--- src/rtl/decode_stage_pkg.sv ---
`default_nettype none
// ============================================================================
// Module   : decode_stage_pkg
// Brief    : Shared types, opcode constants and immediate generator for the
//            registered RISC-V decode stage.
// Revision : 1.0 - initial release
// ============================================================================
package decode_stage_pkg;

  // Widest supported datapath; packet fields are stored at this width.
  localparam int unsigned c_XLEN_MAX = 64;

  typedef logic [31:0] raw_instr_t;

  typedef enum logic [2:0] {
    instr_type_R  = 3'd0,
    instr_type_I  = 3'd1,
    instr_type_S  = 3'd2,
    instr_type_SB = 3'd3,
    instr_type_U  = 3'd4,
    instr_type_UJ = 3'd5
  } instr_type_t;

  typedef struct packed {
    logic [6:0] opcode;
    logic [4:0] rd;
    logic [4:0] rs1;
    logic [4:0] rs2;
    logic [2:0] funct3;
    logic [6:0] funct7;
  } decoded_instr_t;

  typedef struct packed {
    decoded_instr_t            instr;
    instr_type_t               itype;
    logic [c_XLEN_MAX-1:0]     imm;
    logic [c_XLEN_MAX-1:0]     pc;
    logic                      illegal;
  } decode_pkt_t;

  // Major opcodes, instr[6:2]
  localparam logic [4:0] OPC_LOAD     = 5'b00000;
  localparam logic [4:0] OPC_MISC_MEM = 5'b00011;
  localparam logic [4:0] OPC_OP_IMM   = 5'b00100;
  localparam logic [4:0] OPC_AUIPC    = 5'b00101;
  localparam logic [4:0] OPC_STORE    = 5'b01000;
  localparam logic [4:0] OPC_OP       = 5'b01100;
  localparam logic [4:0] OPC_LUI      = 5'b01101;
  localparam logic [4:0] OPC_BRANCH   = 5'b11000;
  localparam logic [4:0] OPC_JALR     = 5'b11001;
  localparam logic [4:0] OPC_JAL      = 5'b11011;
  localparam logic [4:0] OPC_SYSTEM   = 5'b11100;

  // Sign-extended immediate for a format, with bits at and above 'width' cleared.
  function automatic logic [c_XLEN_MAX-1:0] imm_gen(input raw_instr_t instr,
                                                    input instr_type_t fmt,
                                                    input int unsigned width);
    logic [c_XLEN_MAX-1:0] v;
    logic [c_XLEN_MAX-1:0] mask;
    case (fmt)
      instr_type_I:  v = {{52{instr[31]}}, instr[31:20]};
      instr_type_S:  v = {{52{instr[31]}}, instr[31:25], instr[11:7]};
      instr_type_SB: v = {{51{instr[31]}}, instr[31], instr[7], instr[30:25], instr[11:8], 1'b0};
      instr_type_UJ: v = {{43{instr[31]}}, instr[31], instr[19:12], instr[20], instr[30:21], 1'b0};
      instr_type_U:  v = {{32{instr[31]}}, instr[31:12], 12'b0};
      default:       v = '0;
    endcase
    mask = (width >= c_XLEN_MAX) ? '1 : ((64'd1 << width) - 64'd1);
    return v & mask;
  endfunction

endpackage
`default_nettype wire

--- src/rtl/decode_stage_if.sv ---
`default_nettype none
// ============================================================================
// Module   : decode_stage_if
// Brief    : Fetch-side and execute-side handshake bundle of the decode stage.
// Revision : 1.0 - initial release
// ============================================================================
interface decode_stage_if #(
  parameter int XLEN = 32
) ();
  import decode_stage_pkg::*;

  logic              flush;
  logic              in_valid;
  logic              in_ready;
  raw_instr_t        in_instr;
  logic [XLEN-1:0]   in_pc;
  logic              out_valid;
  logic              out_ready;
  decoded_instr_t    out_instr;
  instr_type_t       out_type;
  logic [XLEN-1:0]   out_imm;
  logic [XLEN-1:0]   out_pc;
  logic              out_illegal;
  logic [31:0]       decode_count;

  modport master (
    output flush, in_valid, in_instr, in_pc, out_ready,
    input  in_ready, out_valid, out_instr, out_type, out_imm, out_pc,
           out_illegal, decode_count
  );

  modport slave (
    input  flush, in_valid, in_instr, in_pc, out_ready,
    output in_ready, out_valid, out_instr, out_type, out_imm, out_pc,
           out_illegal, decode_count
  );
endinterface
`default_nettype wire

--- src/rtl/decode_stage_comb.sv ---
`default_nettype none
// ============================================================================
// Module   : decode_comb
// Brief    : Purely combinational raw instruction -> decode packet decoder.
// Revision : 1.0 - initial release
// ============================================================================
module decode_comb
  import decode_stage_pkg::*;
#(
  parameter int XLEN        = 32,
  parameter bit ENABLE_M    = 1'b1,
  parameter bit ENABLE_PRIV = 1'b1
) (
  input  raw_instr_t      i_instr,
  input  logic [XLEN-1:0] i_pc,
  output decode_pkt_t     o_pkt
);

  logic [4:0]  w_opc;
  logic        w_known;
  logic        w_illegal;
  instr_type_t w_type;

  assign w_opc = i_instr[6:2];

  // Classify the major opcode into an instruction format.
  always_comb begin
    w_known = 1'b1;
    w_type  = instr_type_I;
    case (w_opc)
      OPC_LOAD, OPC_MISC_MEM, OPC_OP_IMM, OPC_JALR, OPC_SYSTEM: w_type = instr_type_I;
      OPC_AUIPC, OPC_LUI:                                       w_type = instr_type_U;
      OPC_STORE:                                                w_type = instr_type_S;
      OPC_OP:                                                   w_type = instr_type_R;
      OPC_BRANCH:                                               w_type = instr_type_SB;
      OPC_JAL:                                                  w_type = instr_type_UJ;
      default:                                                  w_known = 1'b0;
    endcase
  end

  assign w_illegal = (i_instr[1:0] != 2'b11) || !w_known
                   || (!ENABLE_M && (w_opc == OPC_OP) && (i_instr[31:25] == 7'b0000001))
                   || (!ENABLE_PRIV && (w_opc == OPC_SYSTEM));

  // Build the packet; fields unused by the format stay zero, illegal keeps only opcode.
  always_comb begin
    o_pkt              = '0;
    o_pkt.pc           = 64'(i_pc);
    o_pkt.instr.opcode = i_instr[6:0];
    o_pkt.illegal      = w_illegal;
    if (w_illegal) begin
      o_pkt.itype = instr_type_I;
    end else begin
      o_pkt.itype = w_type;
      o_pkt.imm   = imm_gen(i_instr, w_type, XLEN);
      case (w_type)
        instr_type_R: begin
          o_pkt.instr.rd     = i_instr[11:7];
          o_pkt.instr.rs1    = i_instr[19:15];
          o_pkt.instr.rs2    = i_instr[24:20];
          o_pkt.instr.funct3 = i_instr[14:12];
          o_pkt.instr.funct7 = i_instr[31:25];
        end
        instr_type_I: begin
          o_pkt.instr.rd     = i_instr[11:7];
          o_pkt.instr.rs1    = i_instr[19:15];
          o_pkt.instr.funct3 = i_instr[14:12];
        end
        instr_type_S, instr_type_SB: begin
          o_pkt.instr.rs1    = i_instr[19:15];
          o_pkt.instr.rs2    = i_instr[24:20];
          o_pkt.instr.funct3 = i_instr[14:12];
        end
        default: begin
          o_pkt.instr.rd     = i_instr[11:7];
        end
      endcase
    end
  end

endmodule
`default_nettype wire

--- src/rtl/decode_stage.sv ---
`default_nettype none
// ============================================================================
// Module   : decode_stage
// Brief    : Registered decode stage with 2-entry skid buffer, flush and
//            handshake counter.
// Revision : 1.0 - initial release
// ============================================================================
module decode_stage
  import decode_stage_pkg::*;
#(
  parameter int XLEN        = 32,
  parameter bit ENABLE_M    = 1'b1,
  parameter bit ENABLE_PRIV = 1'b1
) (
  input  logic           clk,
  input  logic           rst,
  decode_stage_if.slave  bus
);

  decode_pkt_t w_dec;
  decode_pkt_t r_main;
  decode_pkt_t r_skid;
  logic        r_main_valid;
  logic        r_skid_valid;
  logic [31:0] r_count;
  logic        w_in_ready;
  logic        w_accept;
  logic        w_out_hs;

  decode_comb #(
    .XLEN        (XLEN),
    .ENABLE_M    (ENABLE_M),
    .ENABLE_PRIV (ENABLE_PRIV)
  ) u_decode_comb (
    .i_instr (bus.in_instr),
    .i_pc    (bus.in_pc),
    .o_pkt   (w_dec)
  );

  // in_ready depends only on registered skid state, flush and rst.
  assign w_in_ready = !r_skid_valid && !bus.flush && !rst;
  assign w_accept   = bus.in_valid && w_in_ready;
  assign w_out_hs   = r_main_valid && bus.out_ready;

  // Skid buffer: main feeds the outputs, skid catches an accept while main is stalled.
  always_ff @(posedge clk) begin
    if (rst) begin
      r_main       <= '0;
      r_skid       <= '0;
      r_main_valid <= 1'b0;
      r_skid_valid <= 1'b0;
    end else if (bus.flush) begin
      r_main_valid <= 1'b0;
      r_skid_valid <= 1'b0;
    end else if (!r_main_valid || w_out_hs) begin
      if (r_skid_valid) begin
        r_main       <= r_skid;
        r_main_valid <= 1'b1;
        r_skid_valid <= 1'b0;
      end else if (w_accept) begin
        r_main       <= w_dec;
        r_main_valid <= 1'b1;
      end else begin
        r_main_valid <= 1'b0;
      end
    end else if (w_accept) begin
      r_skid       <= w_dec;
      r_skid_valid <= 1'b1;
    end
  end

  // Count every output handshake, including one coincident with flush.
  always_ff @(posedge clk) begin
    if (rst) begin
      r_count <= '0;
    end else if (w_out_hs) begin
      r_count <= r_count + 32'd1;
    end
  end

  assign bus.in_ready     = w_in_ready;
  assign bus.out_valid    = r_main_valid;
  assign bus.out_instr    = r_main.instr;
  assign bus.out_type     = r_main.itype;
  assign bus.out_imm      = r_main.imm[XLEN-1:0];
  assign bus.out_pc       = r_main.pc[XLEN-1:0];
  assign bus.out_illegal  = r_main.illegal;
  assign bus.decode_count = r_count;

  // Upper packet bits are always zero on narrow datapaths.
  if (XLEN < c_XLEN_MAX) begin : g_hi_unused
    logic w_unused_hi;
    assign w_unused_hi = ^{r_main.imm[c_XLEN_MAX-1:XLEN], r_main.pc[c_XLEN_MAX-1:XLEN]};
  end

endmodule
`default_nettype wire

--- src/flat_wrapper.sv ---
// flat-port wrapper written by rule: the top's interface ports become plain ports
module decode_stage_flat import decode_stage_pkg::*;
#(
  parameter int XLEN        = 32,
  parameter bit ENABLE_M    = 1'b1,
  parameter bit ENABLE_PRIV = 1'b1
)
  (clk, rst, bus_flush, bus_in_valid, bus_in_instr, bus_in_pc, bus_out_ready, bus_in_ready, bus_out_valid, bus_out_instr, bus_out_type, bus_out_imm, bus_out_pc, bus_out_illegal, bus_decode_count);
  decode_stage_if #(.XLEN(XLEN)) bus_i ();
  input  logic clk;
  input  logic rst;
  input wire logic [$bits(bus_i.flush)-1:0] bus_flush;
  input wire logic [$bits(bus_i.in_valid)-1:0] bus_in_valid;
  input wire logic [$bits(bus_i.in_instr)-1:0] bus_in_instr;
  input wire logic [$bits(bus_i.in_pc)-1:0] bus_in_pc;
  input wire logic [$bits(bus_i.out_ready)-1:0] bus_out_ready;
  output wire logic [$bits(bus_i.in_ready)-1:0] bus_in_ready;
  output wire logic [$bits(bus_i.out_valid)-1:0] bus_out_valid;
  output wire logic [$bits(bus_i.out_instr)-1:0] bus_out_instr;
  output wire logic [$bits(bus_i.out_type)-1:0] bus_out_type;
  output wire logic [$bits(bus_i.out_imm)-1:0] bus_out_imm;
  output wire logic [$bits(bus_i.out_pc)-1:0] bus_out_pc;
  output wire logic [$bits(bus_i.out_illegal)-1:0] bus_out_illegal;
  output wire logic [$bits(bus_i.decode_count)-1:0] bus_decode_count;
  assign bus_i.flush = bus_flush;
  assign bus_i.in_valid = bus_in_valid;
  assign bus_i.in_instr = bus_in_instr;
  assign bus_i.in_pc = bus_in_pc;
  assign bus_i.out_ready = bus_out_ready;
  assign bus_in_ready = bus_i.in_ready;
  assign bus_out_valid = bus_i.out_valid;
  assign bus_out_instr = bus_i.out_instr;
  assign bus_out_type = bus_i.out_type;
  assign bus_out_imm = bus_i.out_imm;
  assign bus_out_pc = bus_i.out_pc;
  assign bus_out_illegal = bus_i.out_illegal;
  assign bus_decode_count = bus_i.decode_count;
  decode_stage #(.XLEN(XLEN), .ENABLE_M(ENABLE_M), .ENABLE_PRIV(ENABLE_PRIV)) u_core (.clk(clk), .rst(rst), .bus(bus_i));
endmodule
--- config.mk ---
export PLATFORM = sky130hd
export DESIGN_NAME = decode_stage_flat
export DESIGN_NICKNAME = d
export VERILOG_FILES = /design/src/rtl/decode_stage_pkg.sv /design/src/rtl/decode_stage_if.sv /design/src/rtl/decode_stage_comb.sv /design/src/rtl/decode_stage.sv /design/src/flat_wrapper.sv
export SDC_FILE = /design/constraint.sdc
export NUM_CORES = 1
export LEC_CHECK = 0
export ABC_AREA = 1
export CORE_UTILIZATION = 58
export CTS_BUF_LIST = sky130_fd_sc_hd__clkbuf_4
export DETAILED_ROUTE_END_ITERATION = 16
export GPL_TIMING_DRIVEN = 0
export HOLD_SLACK_MARGIN = 0.05
export PLACE_DENSITY = 0.88
export RECOVER_POWER = 100
export SLEW_MARGIN = 20
export SYNTH_ARGS = -nofsm -noshare
export SYNTH_HDL_FRONTEND = slang
export SYNTH_SLANG_ARGS = --single-unit
export TNS_END_PERCENT = 1
--- constraint.sdc ---
create_clock -name clk -period 2.5 [get_ports clk]
set_input_delay 0.5 -clock clk [delete_from_list [all_inputs] [get_ports clk]]
set_output_delay 0.5 -clock clk [all_outputs]
set_load 0.02 [all_outputs]
# ---- After elaboration in Yosys (flattened, before gate mapping)
# Cells that the tools add are included.
dict set report classes {
  add_sub_neg 1
  eq_ne 16
  n_mux 15
  bitwise 2
  reduce_logical 23
}
# operator n
set op_table {}
lappend op_table {{164-bit two-way mux} 2}
lappend op_table {{32-bit one-hot mux with 5 select lines} 1}
lappend op_table {{32-bit by 1-bit adder with 32-bit output, second input constant} 1}
lappend op_table {{32-bit two-way mux} 1}
lappend op_table {{25-bit two-way mux} 1}
lappend op_table {{5-bit equality test, second input constant} 4}
lappend op_table {{5-bit by 4-bit equality test with 1-bit output, second input constant} 3}
lappend op_table {{5-bit two-way mux} 3}
lappend op_table {{3-bit one-hot mux with 5 select lines} 1}
lappend op_table {{11-bit OR reduction} 1}
lappend op_table {{5-bit by 3-bit equality test with 1-bit output, second input constant} 2}
lappend op_table {{7-bit two-way mux} 1}
lappend op_table {{3-bit by 2-bit equality test with 1-bit output, second input constant} 2}
lappend op_table {{3-bit equality test, second input constant} 2}
lappend op_table {{3-bit two-way mux} 2}
lappend op_table {{3-bit AND reduction} 2}
lappend op_table {{2-bit OR reduction} 3}
lappend op_table {{3-bit OR reduction} 2}
lappend op_table {{5-bit by 2-bit equality test with 1-bit output, second input constant} 1}
lappend op_table {{1-bit zero test} 5}
lappend op_table {{5-bit zero test} 1}
lappend op_table {{1-bit logical AND} 4}
lappend op_table {{4-bit OR reduction} 1}
lappend op_table {{3-bit by 1-bit equality test with 1-bit output, second input constant} 1}
lappend op_table {{other kinds (6)} 10}
dict set report totals {
  reg_bits 266
  inputBits 69
  output_inout_bits 134
  wordCells 80
}

# ---- Longest topological paths before layout
dict set report depth {
  word_depth 9
  ltp_mapped 13
}

# ---- Cells and area by module
# Synthesis repeated with hierarchy kept, for this count alone.
dict set report unflattened {
  cells_unflattened 1717
  area_unflattened_um2 11668.7
}
# module instances cells_each area_each_um2
set modules_own_cells {}
lappend modules_own_cells {decode_stage 1 1388 9834.4}
lappend modules_own_cells {decode_comb 1 329 1834.3}

# ---- Worst setup path before layout
# Ideal clock, no wire load.
dict set report synth_path {
  path_kind {input port to flip-flop}
  start {input port rst}
  end {register u_core.r_skid[80] in the netlist's numbering}
  setup_ps 128
  arrival_ps 1863
  t_required_ps 2372
  path_slack_ps 509
  cell_stages 9
  n_path_buf 3
  cell_sequence {clkbuf_1 -> nor2_2 -> inv_2 -> nor2_2 -> nand2_1 -> nor2_2 -> buf_2 -> clkbuf_1 -> a21oi_1}
}
dict set report synth_between {
  elab_chain_len 4
}
# element line_no
set synth_rtl {}
lappend synth_rtl {{start: declaration} flat_wrapper.sv:11} ;# input logic rst;
lappend synth_rtl {{1-bit zero test} decode_stage.sv:41} ;# assign w_in_ready = !r_skid_valid && !bus.flush && !rst;
lappend synth_rtl {{1-bit logical AND} decode_stage.sv:41}
lappend synth_rtl {{via bus_in_ready} flat_wrapper.sv:17} ;# output wire logic [$bits(bus_i.in_ready)-1:0] bus_in_ready;
lappend synth_rtl {{1-bit logical AND} decode_stage.sv:42} ;# assign w_accept = bus.in_valid && w_in_ready;
lappend synth_rtl {{3-bit AND reduction (no source line)} n/a}
lappend synth_rtl {{end signal: assignment} decode_stage.sv:67} ;# r_skid <= w_dec;
lappend synth_rtl {{end: declaration} decode_stage.sv:22} ;# decode_pkt_t r_skid;
# The timed path passes the listed nets, and every way through them passes these cells.
# A chain may end at the register's enable or synchronous reset.

# ---- Final worst setup path
dict set report layout_path {
  start {register u_core.r_main_valid (netlist: u_core.bus.out_valid)}
  end {register u_core.r_skid[13] in the netlist's numbering}
}
dict set report layout_between {
  elab_chain_len 4
}
# element line_no
set layout_rtl {}
lappend layout_rtl {{start: declaration} decode_stage.sv:23} ;# logic r_main_valid;
lappend layout_rtl {{start signal: assignment} decode_stage.sv:50} ;# r_main_valid <= 1'b0;
lappend layout_rtl {{start signal: assignment} decode_stage.sv:53} ;# r_main_valid <= 1'b0;
lappend layout_rtl {{start signal: assignment} decode_stage.sv:58} ;# r_main_valid <= 1'b1;
lappend layout_rtl {{1-bit zero test or 1-bit logical AND (tied branches)} {decode_stage.sv:55, decode_stage.sv:43}}
lappend layout_rtl {{1-bit logical OR *} decode_stage.sv:55} ;# end else if (!r_main_valid || w_out_hs) begin
lappend layout_rtl {{1-bit inverter (no source line) *} n/a}
lappend layout_rtl {{3-bit AND reduction (no source line) *} n/a}
# Mark *: on every way between the ends. The rest lies on a longest branch, timed or not.

==> flow_summary.yaml <==
sta:
  min_period_ns: 2.38
  drv_slew: 0
  setup_viol: 0
  relSlewSlack_pct: 45.1
  max_freq_mhz: 421
  fin_skew_ns: 0.0219
  fin_crit_sh_pct: 95.0
  rsz0062_at_grt: "no"
  hold_viol: 0
  tightestPinTransition_ns: 0.821
  fin_tns_setup_ns: 0
global_routing:
  grt_max_degree: 16
  grt_pass1_vias: 10800
  grt_usage_pct: 37.6
  grt_first_pass_wirelength_um: 53900
  grt_overflow_total: 0
  antenna_found_initial: 0
clocking:
  clock-sinks: 234
  ctsLongestPathBuffers: 3
  clk_pin_slew_ns: 0.07
  postCtsSetupBuffers: 0
  root_buffer: "clkbuf_4"
  post_cts_resized: 0
  cts_made_buffers: 59
  cts-htree-levels: 2
  ctsHoldBuffers: 0
  cts_tree: "done"
  worstSkewPairLatency_ns: 0.70
final_layout:
  final_cell_count_no_fill: 1947
  nets: 1748
  drive_gt1_share_pct: 8.31
  syn2layout_area_growth_pct: 28.9
place:
  dp_hpwl_um: 24200
  place.gp.congestion: 1.01
  dpl.cell_count: 1842
  port_buffers: 199
route:
  ant_nets: 0
  routed_wl_um: 34500
  via_per_inst: 5.94
  num_vias: 11600
  drcViolationCount: 0
  drtIter0Drc: 1212
  drt_pass1_iterations: 5
  wl_per_cell_um: 17.7
floorplanning:
  num_rows: 48
  die_height_um: 135
  fp.coreArea_um2: 17300
  initial_utilization_pct: 59.4
  io_pins: 203
  chipWidth_um: 135
  dieArea_um2: 18300
synth:
  syn_avg_cell_area_um2: 7.25
  yosysWarnings: 0
  async_flop_share_pct: 0
  synthCells: 1418
  ys.flop_type: "dfxtp_1"
  synth_edf_count: 0
  ys_seq_area_share_pct: 45.6
  synthesis.nets: 1488
  synth.distinct_cells: 34
  ys_ff_latch: 234
  synthesis.area_um2: 10300
worst_setup_path:
  r2r_end: "u_core.r_skid[13]$_SDFFE_PP0P_"
  worst_setup_path_end_kind: "flip-flop"
  startpoint_type: "flip-flop"
  reg2reg_from: "u_core.bus.out_valid$_SDFFE_PP0P_"
  crit_required_ns: 3.12
  r2r_slack_ns: 0.12
  timing_worst_setup_path_type: "flip-flop to flip-flop"
  reg2regPathDepth: 8
  arrival_ns: 2.99
  cp_max_fo: 10
hold_path:
  hold_path_startpoint: "bus_in_instr[6]"
  hold_path_end: "u_core.bus.out_instr[31]$_SDFFE_PP0P_"
  whs_path_depth: 3
  worstHoldPathType: "primary input to flip-flop"
power:
  peakVddDrop_mv: 0.410
  powerDensity_nw_per_um2: 578
  p_leak_nw: 5.54
outcome:
  status: "complete, no violations"
run:
  drv_cap: 0
-- metrics by stage --
stage / area, um2 / utilization, % / hold slack (ns) / power, mW / setup WS [ns]
after global routing: 13300 / 76.6 / 0.163 / 7.92 / 0.0466
after detailed placement: 12600 / 72.6 / 0.455 / 4.62 / -0.239
final: 13300 / 76.6 / 0.173 / 7.66 / 0.125
after global placement: 12600 / 72.6 / 0.453 / 4.61 / -0.207
after CTS: 13300 / 76.7 / 0.144 / 7.67 / 0.133
after floorplan: 10300 / - / 0.445 / 4.25 / 0.509
-- placed cells by master, fill, tap and decap left out, types with 4 or more instances in the layout --
cell               n
inv_2              5
inv_1             46
nor3_1            11
xnor2_1            6
buf_1              4
a31oi_1           40
o21ai_1            5
nand3_1           74
clkbuf_1          73
buf_6              4
xor2_1            11
nor2_1           138
dlygate4sd3_1    132
dfxtp_1          234
clkinv_1          15
o21ai_0          201
nand2_1          261
nand4_1           42
buf_2             21
clkinv_2           4
clkbuf_4          83
clkdlybuf4s50_1   67
nor2_2             7
clkbuf_2           7
a21oi_1          203
-- metal layers --
metal	GRT usage (%)	vias up	wire [um]
li1	-	5384	-
met2	59.0	719	15700
met1	48.3	5319	13500
met4	18.0	0	1410
met3	9.31	140	3880
met5	0	-	0
-- worst max-delay path, stage by stage, from the launching register on --
cell      delay [ns]
dfxtp_1         0.35
inv_1           0.05
nor2_1          0.12
inv_1           0.09
nor2_1          0.64
buf_2           0.40
clkbuf_1        0.37
o21ai_0         0.15
nor2_1          0.12
-- flip-flops by register name (all words and copies together) (netlist names) --
signal                   flops
u_core.r_skid              100
u_core.bus.decode_count     32
u_core.bus.out_imm          32
u_core.bus.out_instr        32
u_core.bus.out_pc           32
u_core.bus.out_type          3
u_core.bus.out_illegal       1
u_core.bus.out_valid         1
u_core.r_skid_valid          1
-- synthesized netlist by cell type (6+ instances only) --
cell type	number	area, um2
buf_2	31	155
o21ai_0	200	1000
nor2_1	136	510
a31oi_1	40	250
nor2_2	9	56.3
clkbuf_1	65	244
nand4_1	42	263
xor2_1	11	96.3
inv_1	45	169
xnor2_1	6	52.6
o21ai_1	6	30.0
nor3_1	11	55.1
dfxtp_1	234	4680
a21oi_1	203	1020
buf_1	8	30.0
nand3_1	74	370
nand2_1	261	980
-- worst max-delay path by stage --
stage                                                    end  slack [ns]                                startpoint
final                         u_core.r_skid[13]$_SDFFE_PP0P_        0.12         u_core.bus.out_valid$_SDFFE_PP0P_
after global routing      u_core.bus.out_imm[3]$_SDFFE_PP0P_        0.05          u_core.r_skid_valid$_SDFFE_PP0P_
after CTS                               bus_decode_count[26]        0.13  u_core.bus.decode_count[26]$_SDFFE_PP0P_
after detailed placement      u_core.r_skid[84]$_SDFFE_PP0P_       -0.24                                 bus_flush
after global placement        u_core.r_skid[86]$_SDFFE_PP0P_       -0.21                                 bus_flush
after floorplan               u_core.r_skid[80]$_SDFFE_PP0P_        0.51                                       rst
-- logic make-up (layout without fill, tap and decap cells) --
family	Yosys count	in the layout	share of synthesized area, %
compound gates	455	455	22.8
xor+xnor	17	17	1.45
fa+ha+maj	1	1	0.122
buf+inv	162	465	6.96
flops	234	234	45.6
other cells	0	1	0
simple gates	549	549	23.1
-- power by group --
group / leakage (nW) / switching [mW] / internal (mW)
Combinational: 3.22 / 0.437 / 0.274
Sequential: 1.89 / 0.0337 / 3.79
Clock: 0.425 / 1.60 / 1.53
Total: 5.54 / 2.07 / 5.59
-- cell type report --
cell class / instances / area [um2]
diodes: 1 / 2.50
plain buffers: 111 / 514
clock buffers: 83 / 623
clock inverters: 21 / 87.6
fillers: 1395 / 4040
inverters: 51 / 194
multi-input cells: 1022 / 4870
flip-flops and latches: 234 / 4680
well taps: 225 / 282
repair buffers: 199 / 1990
(Power assumes the default switching activity.)
